`config.mk`:
```
export PLATFORM = sky130hd
export DESIGN_NAME = plru_victim_sel
export DESIGN_NICKNAME = d
export VERILOG_FILES = /design/src/rtl/cache_pkg.sv /design/src/rtl/first_zero_oh.sv /design/src/rtl/plru_victim_sel.sv
export SDC_FILE = /design/constraint.sdc
export NUM_CORES = 1
export LEC_CHECK = 0
export CAP_MARGIN = 15
export CORE_MARGIN = 2
export CORE_UTILIZATION = 35
export CTS_BUF_LIST = sky130_fd_sc_hd__clkbuf_2
export DETAILED_ROUTE_END_ITERATION = 10
export GPL_ROUTABILITY_DRIVEN = 0
export PLACE_DENSITY = 0.48
export SLEW_MARGIN = 20
export SYNTH_ARGS = -nofsm -noshare
export SYNTH_HDL_FRONTEND = slang
export SYNTH_SLANG_ARGS = --single-unit
```
`constraint.sdc`:
```
create_clock -name clk_i -period 5.8 [get_ports clk_i]
set_clock_uncertainty 0.1 [all_clocks]
set_input_delay 0.87 -clock clk_i [delete_from_list [all_inputs] [get_ports clk_i]]
set_output_delay 0.87 -clock clk_i [all_outputs]
set_load 0.01 [all_outputs]
```
`src/rtl/cache_pkg.sv`:
```
// ============================================================================
// Module      : cache_pkg
// Description : Shared tree pseudo-LRU helpers for cache replacement blocks.
// Revision    : 1.0 - initial release
// ============================================================================
`default_nettype none

package cache_pkg;

    // Helpers work on a maximum-size tree; callers zero-extend and slice.
    localparam int unsigned PLRU_MAX_WAYS   = 64;
    localparam int unsigned PLRU_TREE_W     = PLRU_MAX_WAYS - 1;
    localparam int unsigned PLRU_MAX_LEVELS = $clog2(PLRU_MAX_WAYS);

    typedef logic [PLRU_TREE_W-1:0]   plru_tree_t;
    typedef logic [PLRU_MAX_WAYS-1:0] plru_way_oh_t;

    function automatic int unsigned plru_levels(input int unsigned num_ways);
        int unsigned levels;
        levels = 0;
        for (int unsigned l = 0; l < PLRU_MAX_LEVELS; l++) begin
            if ((32'd1 << l) < num_ways) begin
                levels++;
            end
        end
        return levels;
    endfunction

    function automatic plru_way_oh_t plru_victim(input plru_tree_t  tree,
                                                 input int unsigned num_ways);
        int unsigned levels;
        int unsigned node;
        plru_tree_t  v_shift;
        levels = plru_levels(num_ways);
        node   = 0;
        for (int unsigned l = 0; l < PLRU_MAX_LEVELS; l++) begin
            if (l < levels) begin
                v_shift = tree >> node;
                node    = 2 * node + (v_shift[0] ? 32'd2 : 32'd1);
            end
        end
        return plru_way_oh_t'(1) << (node - (num_ways - 1));
    endfunction

    // Lowest set bit of way_oh wins; an all-zero way_oh leaves the tree as is.
    function automatic plru_tree_t plru_update(input plru_tree_t   tree,
                                               input plru_way_oh_t way_oh,
                                               input int unsigned  num_ways);
        int unsigned  levels;
        int unsigned  node;
        int unsigned  way;
        int unsigned  dir;
        logic         found;
        plru_tree_t   v_tree;
        plru_tree_t   v_mask;
        plru_way_oh_t v_oh;
        v_tree = tree;
        found  = 1'b0;
        way    = 0;
        for (int unsigned i = PLRU_MAX_WAYS; i > 0; i--) begin
            v_oh = way_oh >> (i - 1);
            if (v_oh[0]) begin
                way   = i - 1;
                found = 1'b1;
            end
        end
        if (found) begin
            levels = plru_levels(num_ways);
            node   = 0;
            for (int unsigned l = 0; l < PLRU_MAX_LEVELS; l++) begin
                if (l < levels) begin
                    dir    = (way >> (levels - 1 - l)) & 32'd1;
                    v_mask = plru_tree_t'(1) << node;
                    if (dir == 0) begin
                        v_tree = v_tree | v_mask;
                    end else begin
                        v_tree = v_tree & ~v_mask;
                    end
                    node = 2 * node + 1 + dir;
                end
            end
        end
        return v_tree;
    endfunction

endpackage

`default_nettype wire

```
`src/rtl/first_zero_oh.sv`:
```
// ============================================================================
// Module      : first_zero_oh
// Description : One-hot marker of the lowest-index zero bit of a vector.
// Revision    : 1.0 - initial release
// ============================================================================
`default_nettype none

module first_zero_oh #(
    parameter int unsigned WIDTH = 4
) (
    input  logic [WIDTH-1:0] i_vec,
    output logic [WIDTH-1:0] o_oh,
    output logic             o_found
);

    // Adding one ripples through the trailing ones and lands on the first zero.
    assign o_oh    = ~i_vec & (i_vec + WIDTH'(1));
    assign o_found = ~&i_vec;

endmodule

`default_nettype wire

```
`src/rtl/plru_victim_sel.sv`:
```
// ============================================================================
// Module      : plru_victim_sel
// Description : Per-set tree pseudo-LRU victim selector with invalid-way
//               priority. Define PLRU_FWD_EN to forward a same-cycle,
//               same-set access into the lookup.
// Revision    : 1.0 - initial release
// ============================================================================
`default_nettype none

module plru_victim_sel
    import cache_pkg::*;
#(
    parameter int unsigned NUM_WAYS = 4,
    parameter int unsigned NUM_SETS = 64
) (
    input  logic                        clk_i,
    input  logic                        rst_ni,
    input  logic                        lookup_valid_i,
    input  logic [$clog2(NUM_SETS)-1:0] lookup_set_i,
    input  logic [NUM_WAYS-1:0]         way_valid_i,
    output logic                        victim_valid_o,
    output logic [NUM_WAYS-1:0]         victim_oh_o,
    input  logic                        access_valid_i,
    input  logic [$clog2(NUM_SETS)-1:0] access_set_i,
    input  logic [NUM_WAYS-1:0]         access_way_oh_i
);

    localparam int unsigned C_TREE_W = NUM_WAYS - 1;

    function automatic logic [NUM_WAYS-1:0] tree_victim(input logic [C_TREE_W-1:0] tree);
        plru_way_oh_t v_full;
        v_full = plru_victim(plru_tree_t'(tree), NUM_WAYS);
        return v_full[NUM_WAYS-1:0];
    endfunction

    function automatic logic [C_TREE_W-1:0] tree_update(input logic [C_TREE_W-1:0] tree,
                                                        input logic [NUM_WAYS-1:0] way_oh);
        plru_tree_t v_full;
        v_full = plru_update(plru_tree_t'(tree), plru_way_oh_t'(way_oh), NUM_WAYS);
        return v_full[C_TREE_W-1:0];
    endfunction

    logic [C_TREE_W-1:0] r_tree [NUM_SETS];
    logic                r_victim_valid;
    logic [NUM_WAYS-1:0] r_victim_oh;

    logic [C_TREE_W-1:0] w_tree_acc_new;
    logic [C_TREE_W-1:0] w_tree_lkp;
    logic [NUM_WAYS-1:0] w_plru_oh;
    logic [NUM_WAYS-1:0] w_inv_oh;
    logic                w_any_inv;
    logic [NUM_WAYS-1:0] w_victim_oh;

    assign w_tree_acc_new = tree_update(r_tree[access_set_i], access_way_oh_i);

    always_comb begin
        w_tree_lkp = r_tree[lookup_set_i];
`ifdef PLRU_FWD_EN
        if (access_valid_i && (access_set_i == lookup_set_i)) begin
            w_tree_lkp = w_tree_acc_new;
        end
`endif
    end

    assign w_plru_oh = tree_victim(w_tree_lkp);

    first_zero_oh #(
        .WIDTH   (NUM_WAYS)
    ) u_first_zero_oh (
        .i_vec   (way_valid_i),
        .o_oh    (w_inv_oh),
        .o_found (w_any_inv)
    );

    // Filling an empty way always beats evicting a live one.
    assign w_victim_oh = w_any_inv ? w_inv_oh : w_plru_oh;

    always_ff @(posedge clk_i or negedge rst_ni) begin
        if (!rst_ni) begin
            for (int s = 0; s < NUM_SETS; s++) begin
                r_tree[s] <= '0;
            end
        end else if (access_valid_i) begin
            r_tree[access_set_i] <= w_tree_acc_new;
        end
    end

    always_ff @(posedge clk_i or negedge rst_ni) begin
        if (!rst_ni) begin
            r_victim_valid <= 1'b0;
            r_victim_oh    <= '0;
        end else begin
            r_victim_valid <= lookup_valid_i;
            if (lookup_valid_i) begin
                r_victim_oh <= w_victim_oh;
            end
        end
    end

    assign victim_valid_o = r_victim_valid;
    assign victim_oh_o    = r_victim_oh;

endmodule

`default_nettype wire

```
## Word level (Yosys, flattened, before mapping)

Index checks and enable logic that the tools add are counted.

- Output and inout bits: 5
- Input port bits: 24
- Bits in registers: 197
- Word-level logic and storage cells: 184

- Shifts and indexed selects: 13
- Bitwise operators: 19
- $add $sub $neg: 19
- Reduce and logical (&&, ||, !) cells: 8
- $lt $le $gt $ge: 9
- Muxes and demuxes: 50

Operators with widths:

| kind | number |
|---|---|
| $mux W32 | 12 |
| $bwmux W192 | 1 |
| $logic_not A32 Y1 | 6 |
| $add A32 B1 Y32 const B | 5 |
| $shl A1 B32 Y3 const A | 5 |
| $shr A2 B32 Y1 | 5 |
| $add A32 B1 Y32 | 4 |
| $lt A1 B32 Y1 const A | 2 |
| $lt A2 B32 Y1 const A | 2 |
| $lt A3 B32 Y1 const A | 2 |
| $sub A32 B1 Y32 const B | 2 |
| $sub A32 B2 Y32 const B | 2 |
| $sub A32 B3 Y32 const B | 2 |
| $mux W3 | 21 |
| $bmux W3 S6 | 2 |
| $shl A1 B32 Y4 const A | 1 |
| $shr A32 B32 Y1 | 1 |
| $demux W3 S6 | 1 |
| $and A3 B3 Y3 | 5 |
| $not A3 Y3 | 5 |
| $or A3 B3 Y3 | 5 |
| $ge A7 B7 Y1 const B | 2 |
| $not A6 Y7 | 2 |
| $mux W2 | 6 |
| other kinds (12) | 17 |

## Depth between registers and ports, before layout

- Depth after elaboration: 35
- Mapped depth: 13
- Depth with buffers taken out: 7

## Hierarchy

A second synthesis with hierarchy kept.

- Cells, all modules: 854
- Area total of the unflattened synthesis: 11195.7 µm²

Modules (own cells, without submodules):

| module | times used | area each (µm²) | seq. area each (µm²) | cells each |
|---|---|---|---|---|
| plru_victim_sel | 1 | 11159.5 | 4929.7 | 849 |
| first_zero_oh | 1 | 36.3 | 0.0 | 5 |

## Worst setup path before layout

Ideal clock, no wire load.

- Path kind: input -> register
- Start point: input port lookup_set_i[0]
- End point: register r_victim_oh[1], in the netlist victim_oh_o[1]
- Arrival: 3.145 ns
- Library setup time: 0.120 ns
- Cell stages on the path: 6
- Data required time: 5.580 ns
- Buffers on the path: 2
- Setup slack: 2.434 ns
- Cells stage by stage: buf_2 buf_2 mux4_2 mux4_2 mux4_2 a41o_1

- Cells in the longest elaborated chain, start to end: 11

RTL lines:

| element | RTL line | text |
|---|---|---|
| start, declared | plru_victim_sel.sv:19 | `input logic [$clog2(NUM_SETS)-1:0] lookup_set_i,` |
| $not A6 Y7 (implied by the code) * | plru_victim_sel.sv:57 | `w_tree_lkp = r_tree[lookup_set_i];` |
| $bmux W3 S6 * | plru_victim_sel.sv:57 |  |
| $mux W3 (implied by the code) * (2 in series) | plru_victim_sel.sv:57 |  |
| $mux W2 | cache_pkg.sv:39 | `node = 2 * node + (v_shift[0] ? 32'd2 : 32'd1);` |
| $shr A3 B2 Y1 | cache_pkg.sv:38 | `v_shift = tree >> node;` |
| $mux W2 | cache_pkg.sv:39 |  |
| $add A3 B2 Y4 * | cache_pkg.sv:39 |  |
| $sub A4 B2 Y5 * | cache_pkg.sv:42 | `return plru_way_oh_t'(1) << (node - (num_ways - 1));` |
| $shl A1 B32 Y4 * | cache_pkg.sv:42 |  |
| $mux W4 * | plru_victim_sel.sv:76 | `assign w_victim_oh = w_any_inv ? w_inv_oh : w_plru_oh;` |
| end signal, assigned | plru_victim_sel.sv:95 | `r_victim_oh <= w_victim_oh;` |
| end, declared | plru_victim_sel.sv:45 | `logic [NUM_WAYS-1:0] r_victim_oh;` |

Every way passes the cells marked *; elsewhere a longest branch is shown, timed or not. The select of a mux whose other input is x is not followed.
A chain may end at the register's enable or synchronous reset.

## Final worst setup path

- Start point: input port access_set_i[1]
- End point: register r_tree[71] in the netlist's numbering

- Cells in the longest elaborated chain, start to end: 26
- Elaborated cells on any way between the ends: 36
- Classes of those cells: order compare (2); mux (22); bitwise (11); reduce/logical (1)

RTL lines:

| element | RTL line | text |
|---|---|---|
| start, declared | plru_victim_sel.sv:24 | `input logic [$clog2(NUM_SETS)-1:0] access_set_i,` |
| $not A6 Y7 (implied by the code) * | plru_victim_sel.sv:54, plru_victim_sel.sv:84 |  |
| $bmux W3 S6 | plru_victim_sel.sv:54 | `assign w_tree_acc_new = tree_update(r_tree[access_set_i], access_way_oh_i);` |
| $mux W3 (implied by the code) (2 in series) | plru_victim_sel.sv:54 |  |
| $mux W3 | cache_pkg.sv:67 | `if (found) begin` |
| $and A3 B3 Y3 / $or A3 B3 Y3 (equally long branches) | cache_pkg.sv:77, cache_pkg.sv:75 |  |
| $mux W3 | cache_pkg.sv:74 | `if (dir == 0) begin` |
| $mux W3 | cache_pkg.sv:71 | `if (l < levels) begin` |
| $mux W3 | cache_pkg.sv:67 |  |
| [... 9 more ...] | n/a |  |
| $mux W3 | cache_pkg.sv:74 |  |
| $mux W3 | cache_pkg.sv:71 |  |
| $mux W3 | cache_pkg.sv:67 |  |
| $and A3 B3 Y3 / $or A3 B3 Y3 (equally long branches) | cache_pkg.sv:77, cache_pkg.sv:75 |  |
| $mux W3 | cache_pkg.sv:74 |  |
| $mux W3 | cache_pkg.sv:71 |  |
| $mux W3 | cache_pkg.sv:67 |  |
| $bwmux W192 * | plru_victim_sel.sv:84 | `r_tree[access_set_i] <= w_tree_acc_new;` |
| end signal, assigned by index | plru_victim_sel.sv:84 |  |
| end, declared | plru_victim_sel.sv:43 | `logic [C_TREE_W-1:0] r_tree [NUM_SETS];` |

Marks and branches as above.

==> run_results.csv <==
group,metric,value,unit
die,core-area,30670,um2
timing,rsz0062_at_grt,"false",
cells_and_area,stdcell_count,1452,
critical_path,r2r-start,"r_tree[25]$_DFFE_PN0P_",
placed_design,placedInstanceArea,11510,um2
power_and_ir_drop,vdd_drop_max,0.1336,mV
logic_synthesis,synth_top_area_share,45.11,%
clocking,clkTransAtPathRegs,0.28,ns
cells_and_area,fin_nets,1067,
critical_path,critical_path.startpoint_type,"input pin",
hold_path,hp-class,"flip-flop to flip-flop",
placed_design,hpwl,24100,um
global_routing,grt_antenna_before_repair,1,
logic_synthesis,synth_top_area_cell,"dfrtp_1",
critical_path,ff2ff_setup_slack,2.81,ns
cells_and_area,nFillCells,3068,
die,dieWidth,180.7,um
critical_path,cp.required,6.40,ns
timing,finalCritPeriodShare,62.75,%
timing,finalMaxSlewViolations,0,
power_and_ir_drop,p_per_area,263.5,nW/um2
placed_design,dp_cells,1419,
routing,wl,34970,um
clocking,htree_levels,4,
timing,fin_tns_setup,0,ns
global_routing,grt_usage,21.86,%
clocking,clock-root-buffer,"clkbuf_2",
timing,setup_viol,0,
die,die_area,32660,um2
routing,vias,8327,
clocking,cts_num_sinks,197,
die,initial_utilization,35.64,%
hold_path,hold_end,"r_tree[4]$_DFFE_PN0P_",
die,rows,64,
critical_path,startpoint,"access_set_i[1]",
cells_and_area,final_layout_size_suffix_gt1_share,19.72,%
cells_and_area,area_growth,7.510,%
global_routing,grt_overflow_total,0,
timing,max_slew_margin,19.23,%
logic_synthesis,synth_commonest_cells,"232 x nand2_1, 197 x dfrtp_1, 138 x o21ai_0",
logic_synthesis,synthTopCellsByArea,"dfrtp_1 45%, mux4_2 11%, mux2_2 8.7%, nand2_1 8.0%, o21ai_0 6.3%",
critical_path,crit_path_max_fanout,28,
status,outcome,"finished, final reports clean",
clocking,cts_setup_buffers,0,
run,drv_cap,0,
timing,fmax,274.7,MHz
critical_path,ff2ff_path_depth,8,
global_routing,grt_pass1_vias,8390,
clocking,cts_tree,"done",
global_routing,grt_max_degree,94,
clocking,hold_buffers,1,
clocking,clockBufferDepth,2,
hold_path,hold_start,"r_tree[4]$_DFFE_PN0P_",
routing,drcViolationCount,0,
clocking,clk-insertion-delay-late,0.84,ns
critical_path,r2r-end,"r_tree[109]$_DFFE_PN0P_",
logic_synthesis,ys_types,58,
critical_path,cp.arrival,4.24,ns
logic_synthesis,synth_edf_count,0,
die,die_h,180.7,um
logic_synthesis,synth_area,10930,um2
critical_path,crit_type,"input pin to flip-flop",
power_and_ir_drop,power,3.096,mW
logic_synthesis,yosysMostFrequentCell,"nand2_1",
power_and_ir_drop,leakage,4.902,nW
timing,post-route-min-period,3.640,ns
routing,via_per_inst,5.735,
die,io_pins,29,
cells_and_area,utilization,38.31,%
logic_synthesis,ys_seq_elements,197,
hold_path,whs_path_depth,2,
routing,drtPass1Iterations,6,
routing,dr.first_iter.drc_count,646,
clocking,cts-buffers-inserted,17,
logic_synthesis,synthCells,1045,
clocking,ctsResizeCount,0,
logic_synthesis,avgSynthCellArea,10.46,um2
logic_synthesis,ys_seq_area_share,45.11,%
logic_synthesis,synth_warnings,0,
timing,worst_slew_pin_slew,1.205,ns
timing,hold_violations,0,
global_routing,grt_pass1_wl,53990,um
logic_synthesis,async_flop_share,100.0,%
logic_synthesis,syn-num-nets,1069,
critical_path,endpoint_kind,"flip-flop",
placed_design,port-buffer-count,28,
routing,ant_nets,0,
routing,drt-wirelength-per-cell,24.08,um
cells_and_area,stdcell_area,11750,um2
logic_synthesis,synth_flop_cell,"dfrtp_1",
## worst max path at each step
stage | to | depth (start not counted)
floorplan | victim_oh_o[1]$_DFFE_PN0P_ | 6
finish | r_tree[71]$_DFFE_PN0P_ | 9
global route | r_tree[68]$_DFFE_PN0P_ | 9
global placement | r_tree[74]$_DFFE_PN0P_ | 9
CTS | r_tree[68]$_DFFE_PN0P_ | 9
detailed placement | r_tree[71]$_DFFE_PN0P_ | 9
## cells by family (layout without fill, tap and decap cells)
kind of cell           after synthesis  after routing  synth area share [%]
DFF                                197            197                 45.11
buffers and inverters               77             87                 3.755
other                                0              1                     0
muxes                              172            172                 23.06
AOI/OAI and AO/OA                  254            254                 14.70
and+or+nand+nor                    345            345                 13.38
## power breakdown
group / internal [mW] / switching, mW / leakage (nW) / total (mW)
Combinational: 0.319 / 0.358 / 2.14 / 0.678
Sequential: 1.56 / 0.156 / 2.62 / 1.72
Clock: 0.169 / 0.534 / 0.141 / 0.702
## placed cells by master (no fill, tap or decap), drive strengths merged, types with 20 or more instances in the layout
cell type and n:
nand2 232, dfrtp 197, o21ai 139, mux2 85, mux4 55, nor2 35
mux2i 32, buf 28, clkdlybuf4s50 22, nor2b 21, nand3 20
## layout make-up
class	instances	area, um2	area share [%]
clock inverters	14	140.1	1.193
clock buffers	17	85.08	0.7241
multi-input cells	771	5623	47.85
repair buffers	52	459.2	3.908
diodes	1	2.502	0.02130
flip-flops and latches	197	4930	41.96
well taps	396	495.5	4.217
inverters	4	15.01	0.1278
## worst max-delay path: stages
cell and delay, ns:
buf_2 0.50, clkinv_1 0.69, a221o_1 0.53, a22oi_1 0.19, o22ai_1 0.11, a2111o_1 0.59, o21ai_4 0.25, buf_4 0.32
o21ai_0 0.15
## through the flow
stage	setup WS, ns	hold WS (ns)
3_5_place_dp	1.297	0.3881
6_report	2.160	0.4357
2_1_floorplan	2.434	0.3581
5_1_grt	2.040	0.4678
4_1_cts	2.244	0.4353
3_3_place_gp	1.380	0.3778
## layer usage
layer,routed length (um),global-route usage [%],vias to the layer above
li1,-,-,3834
met1,15990,30.71,4224
met2,16370,34.46,237
met3,2002,4.495,32
met4,605,5.516,0
met5,0,1.185,-
## flip-flops by register name (all words and copies together), names as in the netlist
register / count
victim_valid_o: 1
r_tree: 192
victim_oh_o: 4
(Power assumes the default switching activity.)
